File: src/rtl/d_branch_sched_if.sv
// Decode-stage branch scheduler bus: decode/E/M hazard inputs, comparator
// handshake, fetch redirect and statistics counters.
interface d_branch_sched_if #(
    parameter int CNT_W = 16
);
    logic             D_valid;
    logic             D_branch;
    logic [4:0]       D_rs_addr;
    logic [4:0]       D_rt_addr;
    logic [31:0]      D_target;
    logic             E_wr_en;
    logic [4:0]       E_wr_addr;
    logic             E_is_load;
    logic             M_wr_en;
    logic [4:0]       M_wr_addr;
    logic             M_is_load;
    logic             flush;
    logic             cmp_taken;
    logic             stall;
    logic             cmp_en;
    logic             redirect;
    logic [31:0]      redirect_pc;
    logic [CNT_W-1:0] branch_cnt;
    logic [CNT_W-1:0] taken_cnt;

    modport master (
        output D_valid, D_branch, D_rs_addr, D_rt_addr, D_target,
               E_wr_en, E_wr_addr, E_is_load, M_wr_en, M_wr_addr, M_is_load,
               flush, cmp_taken,
        input  stall, cmp_en, redirect, redirect_pc, branch_cnt, taken_cnt
    );

    modport slave (
        input  D_valid, D_branch, D_rs_addr, D_rt_addr, D_target,
               E_wr_en, E_wr_addr, E_is_load, M_wr_en, M_wr_addr, M_is_load,
               flush, cmp_taken,
        output stall, cmp_en, redirect, redirect_pc, branch_cnt, taken_cnt
    );
endinterface

File: src/rtl/d_branch_sched.sv
// Decode-stage branch scheduler: stalls decode on E/M operand hazards, strobes
// the comparator once operands are forwardable and registers the PC redirect.
//
// state | meaning
// IDLE  | accept a branch; resolve at once or take the first stall cycle
// WAIT  | further stall cycles, cnt_q = stall cycles remaining after this one
// RES   | operands forwardable; comparator strobed, decode released
module d_branch_sched #(
    parameter int CNT_W      = 16,
    parameter int ALU_STALL  = 1,
    parameter int LOAD_STALL = 2
) (
    input logic             clk,
    input logic             reset,
    d_branch_sched_if.slave bus
);
    localparam int REQ_W = 8;

    typedef enum logic [1:0] {
        IDLE = 2'd0,
        WAIT = 2'd1,
        RES  = 2'd2
    } state_t;

    state_t           state_q, state_d;
    logic [REQ_W-1:0] cnt_q, cnt_d;
    logic             redirect_q, redirect_d;
    logic [31:0]      redirect_pc_q, redirect_pc_d;
    logic [CNT_W-1:0] branch_cnt_q, branch_cnt_d;
    logic [CNT_W-1:0] taken_cnt_q, taken_cnt_d;

    logic             e_hit, m_hit;
    logic [REQ_W-1:0] req, e_req;
    logic             stall, cmp_en;

    always_comb begin
        e_hit = bus.E_wr_en &&
                ((bus.D_rs_addr != 5'd0 && bus.D_rs_addr == bus.E_wr_addr) ||
                 (bus.D_rt_addr != 5'd0 && bus.D_rt_addr == bus.E_wr_addr));
        m_hit = bus.M_wr_en &&
                ((bus.D_rs_addr != 5'd0 && bus.D_rs_addr == bus.M_wr_addr) ||
                 (bus.D_rt_addr != 5'd0 && bus.D_rt_addr == bus.M_wr_addr));
        e_req = bus.E_is_load ? REQ_W'(LOAD_STALL) : REQ_W'(ALU_STALL);
        req   = (m_hit && bus.M_is_load) ? REQ_W'(1) : REQ_W'(0);
        if (e_hit && e_req > req) req = e_req;
    end

    always_comb begin
        state_d = state_q;
        cnt_d   = cnt_q;
        stall   = 1'b0;
        cmp_en  = 1'b0;
        // Reset is folded in so the outputs drop the moment it is asserted.
        if (bus.flush || reset) begin
            state_d = IDLE;
            cnt_d   = '0;
        end else begin
            case (state_q)
                IDLE: begin
                    if (bus.D_valid && bus.D_branch) begin
                        if (req == '0) begin
                            cmp_en = 1'b1;
                        end else begin
                            stall = 1'b1;
                            if (req == REQ_W'(1)) begin
                                state_d = RES;
                            end else begin
                                cnt_d   = req - REQ_W'(2);
                                state_d = WAIT;
                            end
                        end
                    end
                end
                WAIT: begin
                    stall = 1'b1;
                    if (cnt_q == '0) state_d = RES;
                    else             cnt_d   = cnt_q - REQ_W'(1);
                end
                RES: begin
                    cmp_en  = 1'b1;
                    state_d = IDLE;
                end
                default: begin
                    state_d = IDLE;
                    cnt_d   = '0;
                end
            endcase
        end
    end

    always_comb begin
        redirect_d    = cmp_en && bus.cmp_taken;
        redirect_pc_d = redirect_pc_q;
        branch_cnt_d  = branch_cnt_q;
        taken_cnt_d   = taken_cnt_q;
        if (cmp_en) begin
            branch_cnt_d = branch_cnt_q + CNT_W'(1);
            if (bus.cmp_taken) begin
                redirect_pc_d = bus.D_target;
                taken_cnt_d   = taken_cnt_q + CNT_W'(1);
            end
        end
    end

    always_ff @(posedge clk or posedge reset) begin
        if (reset) begin
            state_q       <= IDLE;
            cnt_q         <= '0;
            redirect_q    <= 1'b0;
            redirect_pc_q <= '0;
            branch_cnt_q  <= '0;
            taken_cnt_q   <= '0;
        end else begin
            state_q       <= state_d;
            cnt_q         <= cnt_d;
            redirect_q    <= redirect_d;
            redirect_pc_q <= redirect_pc_d;
            branch_cnt_q  <= branch_cnt_d;
            taken_cnt_q   <= taken_cnt_d;
        end
    end

    assign bus.stall       = stall;
    assign bus.cmp_en      = cmp_en;
    assign bus.redirect    = redirect_q;
    assign bus.redirect_pc = redirect_pc_q;
    assign bus.branch_cnt  = branch_cnt_q;
    assign bus.taken_cnt   = taken_cnt_q;
endmodule
File: src/flat_wrapper.sv
// flat-port wrapper written by rule: the top's interface ports become plain ports
module d_branch_sched_flat 
#(
    parameter int CNT_W      = 16,
    parameter int ALU_STALL  = 1,
    parameter int LOAD_STALL = 2
)
  (clk, reset, bus_D_valid, bus_D_branch, bus_D_rs_addr, bus_D_rt_addr, bus_D_target, bus_E_wr_en, bus_E_wr_addr, bus_E_is_load, bus_M_wr_en, bus_M_wr_addr, bus_M_is_load, bus_flush, bus_cmp_taken, bus_stall, bus_cmp_en, bus_redirect, bus_redirect_pc, bus_branch_cnt, bus_taken_cnt);
  d_branch_sched_if #(.CNT_W(CNT_W)) bus_i ();
  input logic clk;
  input logic reset;
  input wire logic [$bits(bus_i.D_valid)-1:0] bus_D_valid;
  input wire logic [$bits(bus_i.D_branch)-1:0] bus_D_branch;
  input wire logic [$bits(bus_i.D_rs_addr)-1:0] bus_D_rs_addr;
  input wire logic [$bits(bus_i.D_rt_addr)-1:0] bus_D_rt_addr;
  input wire logic [$bits(bus_i.D_target)-1:0] bus_D_target;
  input wire logic [$bits(bus_i.E_wr_en)-1:0] bus_E_wr_en;
  input wire logic [$bits(bus_i.E_wr_addr)-1:0] bus_E_wr_addr;
  input wire logic [$bits(bus_i.E_is_load)-1:0] bus_E_is_load;
  input wire logic [$bits(bus_i.M_wr_en)-1:0] bus_M_wr_en;
  input wire logic [$bits(bus_i.M_wr_addr)-1:0] bus_M_wr_addr;
  input wire logic [$bits(bus_i.M_is_load)-1:0] bus_M_is_load;
  input wire logic [$bits(bus_i.flush)-1:0] bus_flush;
  input wire logic [$bits(bus_i.cmp_taken)-1:0] bus_cmp_taken;
  output wire logic [$bits(bus_i.stall)-1:0] bus_stall;
  output wire logic [$bits(bus_i.cmp_en)-1:0] bus_cmp_en;
  output wire logic [$bits(bus_i.redirect)-1:0] bus_redirect;
  output wire logic [$bits(bus_i.redirect_pc)-1:0] bus_redirect_pc;
  output wire logic [$bits(bus_i.branch_cnt)-1:0] bus_branch_cnt;
  output wire logic [$bits(bus_i.taken_cnt)-1:0] bus_taken_cnt;
  assign bus_i.D_valid = bus_D_valid;
  assign bus_i.D_branch = bus_D_branch;
  assign bus_i.D_rs_addr = bus_D_rs_addr;
  assign bus_i.D_rt_addr = bus_D_rt_addr;
  assign bus_i.D_target = bus_D_target;
  assign bus_i.E_wr_en = bus_E_wr_en;
  assign bus_i.E_wr_addr = bus_E_wr_addr;
  assign bus_i.E_is_load = bus_E_is_load;
  assign bus_i.M_wr_en = bus_M_wr_en;
  assign bus_i.M_wr_addr = bus_M_wr_addr;
  assign bus_i.M_is_load = bus_M_is_load;
  assign bus_i.flush = bus_flush;
  assign bus_i.cmp_taken = bus_cmp_taken;
  assign bus_stall = bus_i.stall;
  assign bus_cmp_en = bus_i.cmp_en;
  assign bus_redirect = bus_i.redirect;
  assign bus_redirect_pc = bus_i.redirect_pc;
  assign bus_branch_cnt = bus_i.branch_cnt;
  assign bus_taken_cnt = bus_i.taken_cnt;
  d_branch_sched #(.CNT_W(CNT_W), .ALU_STALL(ALU_STALL), .LOAD_STALL(LOAD_STALL)) u_core (.clk(clk), .reset(reset), .bus(bus_i));
endmodule
File: config.mk
export PLATFORM = sky130hd
export DESIGN_NAME = d_branch_sched_flat
export DESIGN_NICKNAME = d
export VERILOG_FILES = /design/src/rtl/d_branch_sched_if.sv /design/src/rtl/d_branch_sched.sv /design/src/flat_wrapper.sv
export SDC_FILE = /design/constraint.sdc
export NUM_CORES = 1
export LEC_CHECK = 0
export ABC_AREA = 1
export BUFFER_PORTS_ARGS = -buffer_cell sky130_fd_sc_hd__buf_4
export CAP_MARGIN = 25
export CELL_PAD_IN_SITES_DETAIL_PLACEMENT = 1
export CELL_PAD_IN_SITES_GLOBAL_PLACEMENT = 1
export CORE_MARGIN = 10
export CORE_UTILIZATION = 40
export CTS_CLUSTER_DIAMETER = 200
export DETAILED_ROUTE_END_ITERATION = 12
export HOLD_SLACK_MARGIN = 0.1
export PLACE_DENSITY_LB_ADDON = 0.3
export SKIP_CTS_REPAIR_TIMING = 1
export SLEW_MARGIN = 0
export SYNTH_ARGS = -nofsm -noshare
export SYNTH_HDL_FRONTEND = slang
export SYNTH_SLANG_ARGS = --single-unit
File: constraint.sdc
create_clock -name clk -period 6.1 [get_ports clk]
set_input_delay 1.83 -clock clk [delete_from_list [all_inputs] [get_ports clk]]
set_output_delay 1.83 -clock clk [all_outputs]
set_load 0.03 [all_outputs]
==> impl_results.md <==
* Wire length per cell at 16.8 um
* Starting Density at 41.1%
* Die area at 15200 um2
* DRT iter0 DRCs at 211
* Mapped Area at 4270 um2
* Via count at 4293
* Share of layout cells above drive strength 1 at a little under a quarter
* All-Layer GR Usage at 18.7%
* Unique masters post-synth at 28
* Peak supply drop at 0.000148 V
* Core area at 10400 um2
* YS warnings at 0
* Initial antenna violation count at 0
* Status: completed
* Fin crit share at 86.2%
* Max Root-Sink Buffers at 2
* Hold Path Stages at 2
* Tightest Pin Transition at 0.719 ns
* Synthesized flop and latch total at 75
* Multi-input gate area in the final layout at 2130 um2
* CTS root buf: clkbuf_8
* Register area share after synthesis at 44.0%
* Total power at 1.64 mW
* Reg2Reg Setup Slack at 3.96 ns
* Hold path startpoint: u_core.bus.redirect_pc[8]
* Setup Skew at 0.0131 ns
* ANT nets after route at 0
* CTS tree: built
* WHS Endpoint: u_core.bus.redirect_pc[8]
* Clock Power Share at 27.4%
* Row Count at 37
* Crit start category: input pin
* Hold WC Path Type: register to register
* Die width at 123 um
* Fillers at 1336
* CP most frequent cell: nand2_1
* Crit path max-delay family: buffers and inverters
* Power per cell area at 294 nW/um2
* Worst setup path startpoint: bus_D_rs_addr[2]
* Final setup fails at 0
* Setup tns final at 0 ns
* WP buf/inv at 5
* First-pass GRT wire length at about 23000 um
* Worst EP required at around 4.3 ns
* Tmin final at 5.26 ns
* Ant. Diodes at 0
* Pin count of the biggest net entering global routing at 51
* Critical path class: input pin to output pin
* Switching Fraction at 37.8%
* Worst-path clk slew at 0.09 ns
* Routed wire length at between 10000 and 15000 um
* FF/Latch Area at 1880 um2
* Max-slew violations at 0
* Area growth syn-to-layout at 30.8%
* CP max stage cell: buf_4
* Mapped Nets at 636
* Die height at 123 um
* Vias/cell at 5.17
* GPL Wtd Cong at 0.848
* Worst R2R Path Depth at 6
* Nature of the critical path endpoint: output pin
* Maxcap violations at 0
* CTS Sinks at 75
* Mapped Cells at 570
* Num CTS Buffers at 9
* Comb pwr share at 33.1%
* Leak at a little over 3 nW
* Final hold viol count at 0
* DRT Pass-1 Iters at 4
* Sequential share of power at 39.6%
* Port Buffer Count at 128
* Syn_area_per_cell at 7.49 um2
* H-tree levels at 3
* RSZ-0062 raised after global routing: no
* Cell Int Power at 1.02 mW
* Vias in the first global route at about 4700
* Hpwl dp at ~10000 um
* Arr. time, crit path at 3.43 ns
* Maximum clock rate at 190 MHz
* Switching power at 0.619 mW
* Reg2reg end: u_core.bus.redirect_pc[0]
* Slew HR at 52.0%
* Layout net count at approximately 760
* Worst-Skew Late Latency at ~0.35 ns
* Crit-path cells: buf_4, nor2_1, nand3_1, nand2_1, inv_1, nand3_1, nand2_1, nand2_1, nand2_2, o21bai_4, nand2_1, buf_4, inv_2, buf_4
* # DRC at 0
* Max incr delay on CP at 0.21 ns
* Grt ovf at 0
* Max FO, Critical Path at 21
* Io pins at 129
* Reg2reg start: u_core.state_q[1]
-- layout by cell type, fill, tap and decap left out, types with 3 or more instances in the layout --
cell and count:
inv_1 39, nand2_1 220, nand4_1 58, nand3_1 33, nor3_1 6, buf_4 132, a21oi_1 8, nor2_1 37
o21ai_1 4, ha_1 4, xor2_1 20, xnor2_1 22, o21ai_0 4, inv_2 3, dfrtp_1 75, clkbuf_8 10
-- power by group through the flow --
stage          Clock (mW)  Combinational (mW)  Sequential (mW)
2_1_floorplan           0               0.166            0.795
3_3_place_gp            0               0.526            0.653
3_5_place_dp            0               0.549            0.656
4_1_cts             0.461               0.551            0.650
5_1_grt             0.484               0.591            0.662
6_report            0.448               0.542            0.649
-- routing by layer --
metal / GRT usage, % / part of all wire [%]
met5: 0 / 0
met4: 5.24 / 1.6
met3: 6.15 / 6.6
met2: 32.5 / 51
met1: 21.4 / 41
-- worst max-delay path by stage --
stage          slack [ns]  cells after the start    endpoint
2_1_floorplan        1.34                     12  bus_cmp_en
3_3_place_gp         0.90                     14  bus_cmp_en
3_5_place_dp         0.83                     14  bus_cmp_en
4_1_cts              0.81                     14  bus_cmp_en
5_1_grt              0.64                     14  bus_cmp_en
6_report             0.84                     14  bus_cmp_en
-- tightest hold or removal path, stage by stage (launching register included) --
cell,delay [ns]
dfrtp_1,0.35
nand2_1,0.05
nand2_1,0.05
-- registers in the layout, indices dropped and copies added, names as in the netlist --
signal / cells
u_core.cnt_q: 8
u_core.bus.redirect_pc: 32
u_core.bus.branch_cnt: 16
u_core.bus.redirect: 1
u_core.state_q: 2
u_core.bus.taken_cnt: 16
-- synthesized netlist by cell type --
library cell,count,area share (%)
clkbuf_1,15,1.3
ha_1,4,1.2
nand2_1,220,19
inv_1,40,3.5
inv_2,2,0.18
nand3_1,33,3.9
o21bai_4,1,0.44
nand3b_1,2,0.35
buf_4,1,0.18
nor4_1,2,0.29
nor3_1,6,0.70
nor3_2,1,0.23
a21boi_0,1,0.18
o21ai_1,4,0.47
xor2_1,20,4.1
nand4_1,58,8.5
buf_6,1,0.26
or3_1,1,0.15
nand3_2,1,0.23
nor2_1,38,3.3
nand2_2,1,0.15
xnor2_1,22,4.5
a21oi_1,8,0.94
or2_2,2,0.29
dfrtp_1,75,44
buf_2,6,0.70
o21ai_0,4,0.47
buf_1,1,0.088
-- cells by family after synthesis --
| logic type | Yosys count | synth area share (%) |
|---|---|---|
| xor gates and xnor gates | 42 | 8.62 |
| adders and majority gates | 4 | 1.17 |
| and+or+nand+nor | 365 | 37.5 |
| AOI/OAI and AO/OA | 18 | 2.49 |
| buffers and inverters | 66 | 6.25 |
| DFF | 75 | 44.0 |
-- through the flow --
step / cells / hold slack [ns] / worst slack [ns] / instance area (um2) / utilization (%)
floorplan: 570 / 0.464 / 1.34 / 4270 / -
global placement: 814 / 0.456 / 0.899 / 5330 / 51.4
detailed placement: 815 / 0.460 / 0.828 / 5350 / 51.6
CTS: 831 / 0.483 / 0.812 / 5580 / 53.8
global route: 831 / 0.491 / 0.642 / 5580 / 53.8
finish: 831 / 0.479 / 0.839 / 5580 / 53.8
-- layout make-up --
type / instances / share of cell area, %
clock inverter: 6 / 1.70
multi-input combinational: 429 / 38.2
timing repair buffer: 133 / 18.1
sequential: 75 / 33.6
inverter: 42 / 2.83
tap: 136 / 3.05
clock buffer: 10 / 2.47
Note: power is estimated with default switching activity, not from simulation.
